## src/rtl/multi_button_debouncer_if.sv

```systemverilog
// -----------------------------------------------------------------------------
// multi_button_debouncer_if
// Bundles the raw button pins and the conditioned per-channel outputs of the
// multi-button debouncer.
//   i_btn_in     : raw asynchronous button pins, one bit per channel
//   o_level      : debounced button state
//   o_press      : 1-cycle pulse on a debounced 0->1 transition
//   o_release    : 1-cycle pulse on a debounced 1->0 transition
//   o_long_press : 1-cycle pulse once per press after the hold time
//   o_repeat     : 1-cycle pulses at the repeat period after a long press
//   o_any_event  : registered OR of every pulse of every channel
// All outputs are single-cycle strobes with no valid/ready handshake: a
// consumer that is not looking in that cycle misses the event.
// modport slave  : the debouncer itself
// modport master : the pin driver / pulse consumer side
// -----------------------------------------------------------------------------
interface multi_button_debouncer_if #(
  parameter int CHANNELS = 4
);
  logic [CHANNELS-1:0] i_btn_in;
  logic [CHANNELS-1:0] o_level;
  logic [CHANNELS-1:0] o_press;
  logic [CHANNELS-1:0] o_release;
  logic [CHANNELS-1:0] o_long_press;
  logic [CHANNELS-1:0] o_repeat;
  logic                o_any_event;

  modport slave (
    input  i_btn_in,
    output o_level, o_press, o_release, o_long_press, o_repeat, o_any_event
  );

  modport master (
    output i_btn_in,
    input  o_level, o_press, o_release, o_long_press, o_repeat, o_any_event
  );
endinterface

```

## src/rtl/multi_button_debouncer.sv

```systemverilog
// -----------------------------------------------------------------------------
// multi_button_debouncer
// N-channel push-button conditioner: synchroniser, counter debounce,
// press/release pulses, long-press pulse and optional auto-repeat per channel.
// Ports:
//   clock       : system clock
//   reset       : synchronous, active-high reset
//   bus         : multi_button_debouncer_if.slave (pins in, pulses out)
//   o_dbg_state : per-channel hold FSM state, 2 bits per channel
//                 (0 IDLE, 1 HELD, 2 REPEAT, 3 LATCHED), channel g at [2g+1:2g]
// -----------------------------------------------------------------------------
module multi_button_debouncer #(
  parameter int CHANNELS      = 4,
  parameter int SYNC_STAGES   = 2,
  parameter int STABLE_CYCLES = 1_000_000,
  parameter int HOLD_CYCLES   = 50_000_000,
  parameter int REPEAT_CYCLES = 10_000_000
) (
  input  logic                      clock,
  input  logic                      reset,
  multi_button_debouncer_if.slave   bus,
  output logic [2*CHANNELS-1:0]     o_dbg_state
);

  localparam int DB_W     = $clog2(STABLE_CYCLES + 1);
  localparam int HOLD_MAX = (HOLD_CYCLES > REPEAT_CYCLES) ? HOLD_CYCLES : REPEAT_CYCLES;
  localparam int HC_W     = $clog2(HOLD_MAX + 1);

  // Counters compare against N-1 so that the action lands on the Nth cycle.
  localparam logic [DB_W-1:0] DB_LAST   = DB_W'(STABLE_CYCLES - 1);
  localparam logic [HC_W-1:0] HOLD_LAST = HC_W'(HOLD_CYCLES - 1);
  localparam logic [HC_W-1:0] REP_LAST  = HC_W'((REPEAT_CYCLES > 0) ? REPEAT_CYCLES - 1 : 0);

  typedef enum logic [1:0] {
    ST_IDLE    = 2'd0,
    ST_HELD    = 2'd1,
    ST_REPEAT  = 2'd2,
    ST_LATCHED = 2'd3
  } hold_state_t;

  logic [CHANNELS-1:0] w_level;
  logic [CHANNELS-1:0] w_press;
  logic [CHANNELS-1:0] w_release;
  logic [CHANNELS-1:0] w_long;
  logic [CHANNELS-1:0] w_repeat;
  logic                r_any_event;

  for (genvar g = 0; g < CHANNELS; g++) begin : g_ch
    logic [SYNC_STAGES-1:0] r_sync;
    logic [DB_W-1:0]        r_db_cnt;
    logic [HC_W-1:0]        r_hold_cnt;
    hold_state_t            r_state;
    logic                   r_level;
    logic                   r_press;
    logic                   r_release;
    logic                   r_long;
    logic                   r_repeat;
    logic                   w_s;
    logic                   w_settle;

    assign w_s      = r_sync[SYNC_STAGES-1];
    // Level flips on this edge: input has disagreed for STABLE_CYCLES cycles.
    assign w_settle = (w_s != r_level) && (r_db_cnt == DB_LAST);

    always_ff @(posedge clock) begin
      if (reset) begin
        r_sync     <= '0;
        r_db_cnt   <= '0;
        r_hold_cnt <= '0;
        r_state    <= ST_IDLE;
        r_level    <= 1'b0;
        r_press    <= 1'b0;
        r_release  <= 1'b0;
        r_long     <= 1'b0;
        r_repeat   <= 1'b0;
      end else begin
        r_sync    <= {r_sync[SYNC_STAGES-2:0], bus.i_btn_in[g]};
        r_press   <= 1'b0;
        r_release <= 1'b0;
        r_long    <= 1'b0;
        r_repeat  <= 1'b0;

        // Debounce: any agreeing cycle restarts the count.
        if (w_s == r_level) begin
          r_db_cnt <= '0;
        end else if (w_settle) begin
          r_level   <= w_s;
          r_db_cnt  <= '0;
          r_press   <= w_s;
          r_release <= ~w_s;
        end else begin
          r_db_cnt <= r_db_cnt + 1'b1;
        end

        // Hold FSM reacts to the level change on the same edge as the pulse,
        // so a release wins over a long-press/repeat falling in that cycle.
        if (w_settle && !w_s) begin
          r_state    <= ST_IDLE;
          r_hold_cnt <= '0;
        end else if (w_settle && w_s) begin
          r_state    <= ST_HELD;
          r_hold_cnt <= '0;
        end else begin
          case (r_state)
            ST_IDLE: r_hold_cnt <= '0;
            ST_HELD: begin
              if (r_hold_cnt == HOLD_LAST) begin
                r_long     <= 1'b1;
                r_hold_cnt <= '0;
                r_state    <= (REPEAT_CYCLES > 0) ? ST_REPEAT : ST_LATCHED;
              end else begin
                r_hold_cnt <= r_hold_cnt + 1'b1;
              end
            end
            ST_REPEAT: begin
              if (r_hold_cnt == REP_LAST) begin
                r_repeat   <= 1'b1;
                r_hold_cnt <= '0;
              end else begin
                r_hold_cnt <= r_hold_cnt + 1'b1;
              end
            end
            ST_LATCHED: r_hold_cnt <= '0;
            default: begin
              r_state    <= ST_IDLE;
              r_hold_cnt <= '0;
            end
          endcase
        end
      end
    end

    assign w_level[g]            = r_level;
    assign w_press[g]            = r_press;
    assign w_release[g]          = r_release;
    assign w_long[g]             = r_long;
    assign w_repeat[g]           = r_repeat;
    assign o_dbg_state[2*g +: 2] = r_state;
  end

  always_ff @(posedge clock) begin
    if (reset) begin
      r_any_event <= 1'b0;
    end else begin
      r_any_event <= |(w_press | w_release | w_long | w_repeat);
    end
  end

  assign bus.o_level      = w_level;
  assign bus.o_press      = w_press;
  assign bus.o_release    = w_release;
  assign bus.o_long_press = w_long;
  assign bus.o_repeat     = w_repeat;
  assign bus.o_any_event  = r_any_event;

endmodule

```

## src/flat_wrapper.sv

```systemverilog
// flat-port wrapper written by rule: the top's interface ports become plain ports
module multi_button_debouncer_flat 
#(
  parameter int CHANNELS      = 4,
  parameter int SYNC_STAGES   = 2,
  parameter int STABLE_CYCLES = 1_000_000,
  parameter int HOLD_CYCLES   = 50_000_000,
  parameter int REPEAT_CYCLES = 10_000_000
)
  (clock, reset, o_dbg_state, bus_i_btn_in, bus_o_level, bus_o_press, bus_o_release, bus_o_long_press, bus_o_repeat, bus_o_any_event);
  multi_button_debouncer_if #(.CHANNELS(CHANNELS)) bus_i ();
  input  logic clock;
  input  logic reset;
  output logic [2*CHANNELS-1:0] o_dbg_state;
  input wire logic [$bits(bus_i.i_btn_in)-1:0] bus_i_btn_in;
  output wire logic [$bits(bus_i.o_level)-1:0] bus_o_level;
  output wire logic [$bits(bus_i.o_press)-1:0] bus_o_press;
  output wire logic [$bits(bus_i.o_release)-1:0] bus_o_release;
  output wire logic [$bits(bus_i.o_long_press)-1:0] bus_o_long_press;
  output wire logic [$bits(bus_i.o_repeat)-1:0] bus_o_repeat;
  output wire logic [$bits(bus_i.o_any_event)-1:0] bus_o_any_event;
  assign bus_i.i_btn_in = bus_i_btn_in;
  assign bus_o_level = bus_i.o_level;
  assign bus_o_press = bus_i.o_press;
  assign bus_o_release = bus_i.o_release;
  assign bus_o_long_press = bus_i.o_long_press;
  assign bus_o_repeat = bus_i.o_repeat;
  assign bus_o_any_event = bus_i.o_any_event;
  multi_button_debouncer #(.CHANNELS(CHANNELS), .SYNC_STAGES(SYNC_STAGES), .STABLE_CYCLES(STABLE_CYCLES), .HOLD_CYCLES(HOLD_CYCLES), .REPEAT_CYCLES(REPEAT_CYCLES)) u_core (.clock(clock), .reset(reset), .bus(bus_i), .o_dbg_state(o_dbg_state));
endmodule
```

## config.mk

```make
export PLATFORM = sky130hd
export DESIGN_NAME = multi_button_debouncer_flat
export DESIGN_NICKNAME = d
export VERILOG_FILES = /design/src/rtl/multi_button_debouncer_if.sv /design/src/rtl/multi_button_debouncer.sv /design/src/flat_wrapper.sv
export SDC_FILE = /design/constraint.sdc
export NUM_CORES = 1
export LEC_CHECK = 0
export ABC_CLOCK_PERIOD_IN_PS = 2250
export CORE_MARGIN = 10
export CORE_UTILIZATION = 55
export DETAILED_ROUTE_END_ITERATION = 7
export GPL_TIMING_DRIVEN = 1
export PLACE_DENSITY_LB_ADDON = 0.15
export SLEW_MARGIN = 20
export SYNTH_ARGS = -nofsm -noshare
export SYNTH_HDL_FRONTEND = slang
export SYNTH_SLANG_ARGS = --single-unit
export TNS_END_PERCENT = 100
```

## constraint.sdc

```tcl
create_clock -name clock -period 2.25 [get_ports clock]
set_input_delay 0.3375 -clock clock [delete_from_list [all_inputs] [get_ports clock]]
set_output_delay 0.3375 -clock clock [all_outputs]
set_load 0.05 [all_outputs]
```

==> flow_summary.json <==
{
  "power.density_nw_per_um2": 685.0,
  "crit_fanout": 26,
  "avgSynthCellArea_sq_um": 8.837,
  "timing.final.crit_period_ps": 2278,
  "gr-usage-all-layers": 0.1569,
  "fp.dieW_um": 152.2,
  "max_slew_margin": 0.4998,
  "hp-start": "bus_i_btn_in[2]",
  "synth.distinct_cells": 47,
  "cp_cell_sequence": "ha_4 -> or4bb_1 -> or4_4 -> o311a_4 -> o21ai_4 -> buf_12 -> nor2_1",
  "num-nets-final": 1169,
  "num_antenna_cells": 0,
  "synth_nets": 1106,
  "worst_skew_pair.late_latency_ps": 510,
  "synth_edf_count": 0,
  "post-place-cells": 1348,
  "root_buffer": "clkbuf_16",
  "placementRows": 48,
  "total_power_uw": 7776,
  "hold_depth": 2,
  "port_buffers": 34,
  "grt_overflow_total": 0,
  "postCtsSetupRepairBufs": 0,
  "finalHoldViolCount": 0,
  "worst_slack_ps": -28.11,
  "final.setup_skew_ps": 7.230,
  "grt_pass1_vias": 7097,
  "die_h_um": 152.2,
  "synth-seq-cells": 221,
  "violations": "setup timing",
  "core_area_sq_um": 17240,
  "yosysMostFrequentCell": "nor2_1",
  "grt_pass1_wl_um": 32570,
  "path_delay_family": "simple AND/OR/NAND/NOR gates",
  "post_drt_via_cell_ratio": 5.348,
  "grt_max_degree": 27,
  "status": "finished, violations left",
  "gp_congestion": 0.8419,
  "cp-start-kind": "flip-flop",
  "finalSetupViolations": 26,
  "yosysTopAreaCell": "dfxtp_1",
  "pre_cts_slack_ps": -44.69,
  "crit_type": "reg -> reg",
  "cp_num_buf_inv": 1,
  "required_ps": 2650,
  "cp.depth": 7,
  "cts_buffers": 24,
  "synthFlopType": "dfxtp_1",
  "finalWirelength_um": 18970,
  "slowest_delay_ps": 530,
  "stdcell_area_sq_um": 11350,
  "yosys_warnings": 0,
  "firstDrtPassIters": 5,
  "hold_path_class": "in -> reg",
  "r2r_start": "u_core.g_ch[1].r_hold_cnt[1]$_SDFF_PP0_",
  "synthArstFlopShare": 0,
  "synth_top_area_frac": 0.4602,
  "vias": 7444,
  "yosysSeqAreaShare": 0.4602,
  "leakagePower_uw": 0.003792,
  "period_share": 1.012,
  "synth_cells": 1088,
  "clockBufferDepth": 3,
  "h-tree-depth": 1,
  "ioPinCount": 35,
  "holdBufCountCts": 0,
  "ir_worst_vdd_mv": 0.6580,
  "synth_common_cells": "nor2_1, dfxtp_1, xor2_1",
  "wl_per_cell_um": 13.62,
  "synth_area_leaders": "dfxtp_1, xor2_1, nor2_1",
  "drive_above_1_share": 0.1003,
  "timing.fmax_mhz": 439.0,
  "min_to": "u_core.g_ch[2].r_sync[0]$_SDFF_PP0_",
  "rrSetupSlack_ps": -30,
  "final_util": 0.6585,
  "start_util": 0.5578,
  "end_kind": "flip-flop",
  "drc": 0,
  "tritoncts": "yes",
  "dr.first_iter.drc_count": 328,
  "dieArea_sq_um": 23170,
  "areaGrowthSynthToFinish_pct": 18.06,
  "maxCapViolations": 0,
  "final_cells": 1392,
  "dpl_cell_area_sq_um": 10420,
  "syn_area_sq_um": 9614,
  "clk_pin_slew_ps": 60,
  "antenna_left": 0,
  "clock-sinks": 221,
  "r2r_cells": 7,
  "tightest_slew_ps": 743.5,
  "rr_endpoint": "u_core.g_ch[1].r_hold_cnt[2]$_SDFF_PP0_",
  "slew_violations": 0,
  "crit_slowest_cell": "or4_4",
  "rsz0062_at_grt": "true",
  "place_hpwl_um": 13110,
  "crit_arrival_ps": 2680,
  "antenna_found_initial": 0
}
power breakdown:
group / internal, uW / switching, uW / leakage [uW]
Clock: 2300 / 1480 / 0.000379
Sequential: 3920 / 6.55 / 0.00178
Combinational: 27.5 / 38.7 / 0.00163
Total: 6250 / 1520 / 0.00379
cells in the final DEF (no fill, tap or decap), types with 4 or more instances in the layout:
cell	count
xnor2_1	68
and4_1	19
or4b_2	4
buf_12	6
and3_1	31
clkdlybuf4s50_1	34
clkbuf_16	27
nor2b_1	10
nor4_1	32
nand2_1	74
nand4_1	48
or4_1	6
nand2b_1	5
nor2_4	6
buf_4	40
a21oi_1	4
dfxtp_1	217
nor2_1	216
xor2_1	104
clkbuf_1	8
clkbuf_8	5
nor3_1	23
inv_1	24
ha_1	10
nand3_1	76
and2_1	8
logic make-up after synthesis:
group / Yosys count / synth area share
buffers and inverters: 69 / 0.03709
AO/OA/AOI/OAI: 26 / 0.02265
AND/OR/NAND/NOR: 585 / 0.3047
adder cells (fa/ha/maj): 12 / 0.01562
flip-flops: 221 / 0.4602
XOR/XNOR: 172 / 0.1567
multiplexers: 3 / 0.003123
stage by stage:
stage          setup TNS, ps  hold slack, ps
4_1_cts               -705.3           370.6
6_report              -432.6           386.4
3_3_place_gp               0           421.8
2_1_floorplan              0           412.9
3_5_place_dp          -789.8           430.8
5_1_grt                -3852           395.9
metal layers:
metal  up-vias  global-route usage  part of all wire
met1      3481              0.2055              0.48
met4         0             0.03943             0.018
met5         -                   0                 0
met2       101              0.2606              0.46
met3        29             0.02851             0.040
li1       3833                   -                 -
worst max path at each step:
stage,startpoint,to,slack [ps]
detailed placement,u_core.g_ch[1].r_hold_cnt[1]$_SDFF_PP0_,u_core.g_ch[1].r_hold_cnt[2]$_SDFF_PP0_,-40
finish,u_core.g_ch[1].r_hold_cnt[1]$_SDFF_PP0_,u_core.g_ch[1].r_hold_cnt[2]$_SDFF_PP0_,-30
CTS,u_core.g_ch[1].r_hold_cnt[1]$_SDFF_PP0_,u_core.g_ch[1].r_hold_cnt[2]$_SDFF_PP0_,-40
floorplan,u_core.g_ch[1].r_hold_cnt[11]$_SDFF_PP0_,u_core.g_ch[1].r_hold_cnt[7]$_SDFF_PP0_,5
global placement,u_core.g_ch[1].r_hold_cnt[11]$_SDFF_PP0_,u_core.g_ch[1].r_hold_cnt[12]$_SDFF_PP0_,20
global route,u_core.g_ch[0].r_hold_cnt[1]$_SDFF_PP0_,u_core.g_ch[0].r_hold_cnt[17]$_SDFF_PP0_,-100
state kept, by name, indices dropped and copies added, names as in the netlist:
register                flops
u_core.g_ch.r_hold_cnt    104
u_core.g_ch.r_db_cnt       80
u_core.g_ch.r_state         8
u_core.g_ch.r_sync          8
u_core.g_ch.r_level         4
u_core.g_ch.r_long          4
u_core.g_ch.r_press         4
u_core.g_ch.r_release       4
u_core.g_ch.r_repeat        4
u_core.bus.o_any_event      1
repair_timing:
item	CTS	global route
endpoints found under the setup margin	26	51
gates cloned	0	2
pin swaps	0	10
endpoints found under the hold margin	0	0
gates resized for setup	1	23
area by class of cell:
| class | count | area [sq um] |
|---|---|---|
| clock inverters | 4 | 45.04 |
| repair buffers | 82 | 810.8 |
| multi-input cells | 798 | 4967 |
| inverters | 24 | 90.09 |
| clock buffers | 38 | 724.4 |
| well taps | 225 | 281.5 |
| flip-flops and latches | 221 | 4432 |
| fillers | 1453 | 5886 |
(Power assumes the default switching activity.)
